File: src/rtl/rc4_pkg.sv
// rc4_pkg: shared checker state encoding, plaintext character bounds and message address width.
package rc4_pkg;

    typedef enum logic [2:0] {
        IDLE  = 3'd0,
        ADDR  = 3'd1,
        WAIT  = 3'd2,
        CHECK = 3'd3,
        DONE  = 3'd4
    } checker_state_t;

    localparam logic [7:0] CHAR_SPACE   = 8'h20;
    localparam logic [7:0] CHAR_LOWER_A = 8'h61;
    localparam logic [7:0] CHAR_LOWER_Z = 8'h7A;
    localparam logic [7:0] CHAR_UPPER_A = 8'h41;
    localparam logic [7:0] CHAR_UPPER_Z = 8'h5A;

    localparam int MSG_ADDR_W = 8;

endpackage

File: src/rtl/message_checker_char_validator.sv
// char_validator: flags space and a-z as legal; MESSAGE_CHECKER_UPPERCASE_EN also admits A-Z.
import rc4_pkg::*;

module char_validator (
    input  logic [7:0] ch,
    output logic       is_legal
);

`ifdef MESSAGE_CHECKER_UPPERCASE_EN
    assign is_legal = (ch == CHAR_SPACE) ||
                      (ch >= CHAR_LOWER_A && ch <= CHAR_LOWER_Z) ||
                      (ch >= CHAR_UPPER_A && ch <= CHAR_UPPER_Z);
`else
    assign is_legal = (ch == CHAR_SPACE) ||
                      (ch >= CHAR_LOWER_A && ch <= CHAR_LOWER_Z);
`endif

endmodule

File: config.mk
export PLATFORM = sky130hd
export DESIGN_NAME = char_validator
export DESIGN_NICKNAME = d
export VERILOG_FILES = /design/src/rtl/rc4_pkg.sv /design/src/rtl/message_checker_char_validator.sv
export SDC_FILE = /design/constraint.sdc
export NUM_CORES = 1
export LEC_CHECK = 0
export ABC_CLOCK_PERIOD_IN_PS = 1100
export CAP_MARGIN = 20
export CORE_AREA = 2 2 39 41
export DETAILED_ROUTE_END_ITERATION = 7
export DIE_AREA = 0 0 41 43
export PLACE_DENSITY = 0.31
export REMOVE_ABC_BUFFERS = 1
export SETUP_SLACK_MARGIN = 0.3
export SLEW_MARGIN = 20
export SYNTH_ARGS = -nofsm -noshare
export SYNTH_HDL_FRONTEND = slang
export SYNTH_SLANG_ARGS = --single-unit
File: constraint.sdc
create_clock -name vclk -period 1.1
set_clock_uncertainty 0.1 [all_clocks]
set_input_delay 0.165 -clock vclk [all_inputs]
set_output_delay 0.165 -clock vclk [all_outputs]
set_load 0.02 [all_outputs]
After elaboration in Yosys (flattened, before gate mapping)
Index checks and enable logic that the tools add are counted.

Bits in registers: 0. Input bits: 8. Output and inout port bits: 1.

$lt $le $gt $ge: 2. Equality and inequality tests: 1. Reductions and logical operators: 2.

Operator list (count): $eq A8 B6 Y1 const B (1); $ge A8 B7 Y1 const B (1); $le A8 B7 Y1 const B (1); $logic_and A1 B1 Y1 (1); $logic_or A1 B1 Y1 (1).

Logic depth before layout (Yosys ltp)
Word-level depth: 3. Gate-level depth with buffers: 3. Gate-level depth less buffers: 3.

Worst setup path after synthesis
OpenSTA, ideal clock, no wires.

Path type: input to output. Start point: in ch[1]. End point: out is_legal. Arrival: 0.779 ns. Required time: 0.835 ns. Slack: 0.056 ns. Stages on the path: 3. Path through: nor3_2 -> o22ai_1 -> nor3_2.

Longest elaborated chain between the ends: 3. Elaborated cells on any way between the ends: 5. Those cells by class: 2 x order compare; 1 x eq/ne; 2 x reduce/logical.

RTL lines: start: declaration (RTL line message_checker_char_validator.sv:5) `input logic [7:0] ch,`; $ge A8 B7 Y1 / $le A8 B7 Y1 (equally long branches) (RTL line message_checker_char_validator.sv:15) `(ch >= CHAR_LOWER_A && ch <= CHAR_LOWER_Z);`; $logic_and A1 B1 Y1 (RTL line message_checker_char_validator.sv:15); $logic_or A1 B1 Y1 (*) (RTL line message_checker_char_validator.sv:14) `assign is_legal = (ch == CHAR_SPACE) ||`; end: declaration (RTL line message_checker_char_validator.sv:6) `output logic is_legal`.

Every way passes the cells marked *; elsewhere a longest branch is shown, timed or not.

Final worst setup path
Start point: in ch[4]. End point: out is_legal.

The elaborated chain is that of the path after synthesis.

==> out/qor.yml <==
gp_congestion: 0.591
core_area_um2: 1380
yosys_warnings: 0
start_util: 0.0416
dpl_cell_area_um2: 168
io_pins: 9
finish.utilization: 0.131
regArea_um2: 0
syn-mean-instance-area_um2: 6.40
min_period_over_period: 1.06
syn_area_um2: 57.6
ant_nets: 0
status: "complete, but fails checks"
rsz0062_at_grt: "yes"
p_comb_frac: 1.000
min_path_cells: 5
power.leakage_nw: 0.0709
worstSetupPathType: "in -> out"
worstPathRequired_ps: 830
cp-start-kind: "input pin"
worst_path_largest_cell_delay_ps: 200
placementRows: 14
path_cells: "buf_8, nor3_4, o22ai_2, nor3_2, buf_4"
die_h_um: 43
slowest_stage: "nor3_4"
crit_path_max_fanout: 2
min_to: "is_legal"
postCtsHoldBufs: 0
syn2layout_area_growth_pct: 215
drc: 0
synth_area_leader_cell: "nor3_2"
hold_violations: 0
die_w_um: 41
portBuffers: 9
cap_viol_max_count: 0
p_clk_frac: 0
holdCritPathClass: "in -> out"
vias_per_cell: 2.97
nets: 28
hold_start: "ch[0]"
slew_viol_final: 0
seq_power_share: 0
grt_pass1_wl_um: 434
grt_usage: 0.0340
grt_overflow: 0
grt_pass1_vias: 102
fin_area_um2: 181
fmax_ghz: 0.859
yosysSeqAreaShare: 0
p_sw_frac: 0.415
worstSetupEndpointType: "output port"
netSwitchingPower_uw: 21.5
vias: 101
synth_most_common_cell: "nor3_2"
tns_ps: -64.5
tightest_slew_ps: 167
power.total_uw: 51.7
totalWireLength_um: 259
p_per_area_nw_per_um2: 285
final-setup-viol-count: 1
antenna_found_initial: 0
synthCells: 9
peakVddDrop_v: 0.0000881
die_area_um2: 1760
layout-drive-gt1-share: 0.611
worst-path-buf-inv: 2
arrival_ps: 900
violations: "setup timing"
synth_cell_types: 8
wl_per_cell_um: 7.62
nFillCells: 157
drtIter0Drc: 0
synth_area_leaders: "nor3_2, and3_2, nor2b_1, o22ai_1, a21oi_1"
synth_top_area_share: 0.348
max_slew_margin: 0.888
layout_setup_ws_ps: -64.5
seq_cells: 0
power.internal_uw: 30.3
firstDrtPassIters: 1
clockBufferCount: 0
cp_top_family: "simple AND/OR/NAND/NOR gates"
num_antenna_cells: 0
grt_max_degree: 4
finalCriticalPeriod_ps: 1160
[tightest hold or removal path, stage by stage]
cell and delay, ps:
buf_6 80, a21oi_2 50, o22ai_2 100, nor3_2 60, buf_4 150
[routing by layer]
metal  part of all wire  routed length, um  vias to the layer above  GRT usage
li1                   -                  -                       52          -
met1               0.41                106                       40     0.0573
met2               0.35                 90                        9     0.0438
met3               0.24                 62                        0     0.0105
met4                  0                  0                        0          0
met5                  0                  0                        -          0
[area by class of cell]
type | instances | area [um^2] | share of cell area
timing repair buffer | 9 | 81.3 | 0.448
tap | 16 | 20.0 | 0.110
multi-input combinational | 9 | 80.1 | 0.441
[logic make-up (layout without fill, tap and decap cells)]
group / Yosys count / count (layout) / synth area share
AOI/OAI and AO/OA: 3 / 3 / 0.283
buffers and inverters: 0 / 9 / 0
and+or+nand+nor: 6 / 6 / 0.717
[how the worst max path moves through the flow]
stage / from / endpoint / slack (ps) / cells past startpoint
floorplan: ch[1] / is_legal / 60 / 3
global placement: ch[0] / is_legal / -880 / 5
detailed placement: ch[1] / is_legal / -910 / 5
CTS: ch[4] / is_legal / -70 / 5
global route: ch[4] / is_legal / -110 / 5
finish: ch[4] / is_legal / -60 / 5
[repair_timing]
action / 4_1_cts / 5_1_grt
gates resized for setup: 36 / 1
pin swaps: 4 / 0
cloned: 0 / 0
endpoints found under the setup margin: 1 / 1
hold endpoints to repair: 0 / 0
buffers inserted: 0 / 0
[power groups by stage]
stage	Clock, mW	Sequential [mW]	Combinational (mW)
3_3_place_gp	0	0	0.0479
6_report	0	0	0.0517
2_1_floorplan	0	0	0.0124
3_5_place_dp	0	0	0.0484
4_1_cts	0	0	0.0502
5_1_grt	0	0	0.0567
[stage by stage]
stage          setup WS, ps  std cells  hold slack, ps
6_report              -64.5         34             673
5_1_grt                -113         34             708
4_1_cts               -69.2         34             674
3_5_place_dp           -909         34            1380
3_3_place_gp           -877         34            1380
2_1_floorplan          56.1          9             406
[cells in the final DEF, fill, tap and decap left out]
cell,synthesis,final
buf_6,0,1
o22ai_2,0,1
nor3_4,0,1
nor2b_1,1,1
buf_8,0,1
and3_4,0,1
buf_2,0,2
dlygate4sd2_1,0,2
clkdlybuf4s15_1,0,2
nor2_2,0,1
nand2_1,1,1
o21ai_1,0,1
buf_4,0,1
nor3_2,2,1
a21oi_2,0,1
(Power assumes the default switching activity.)
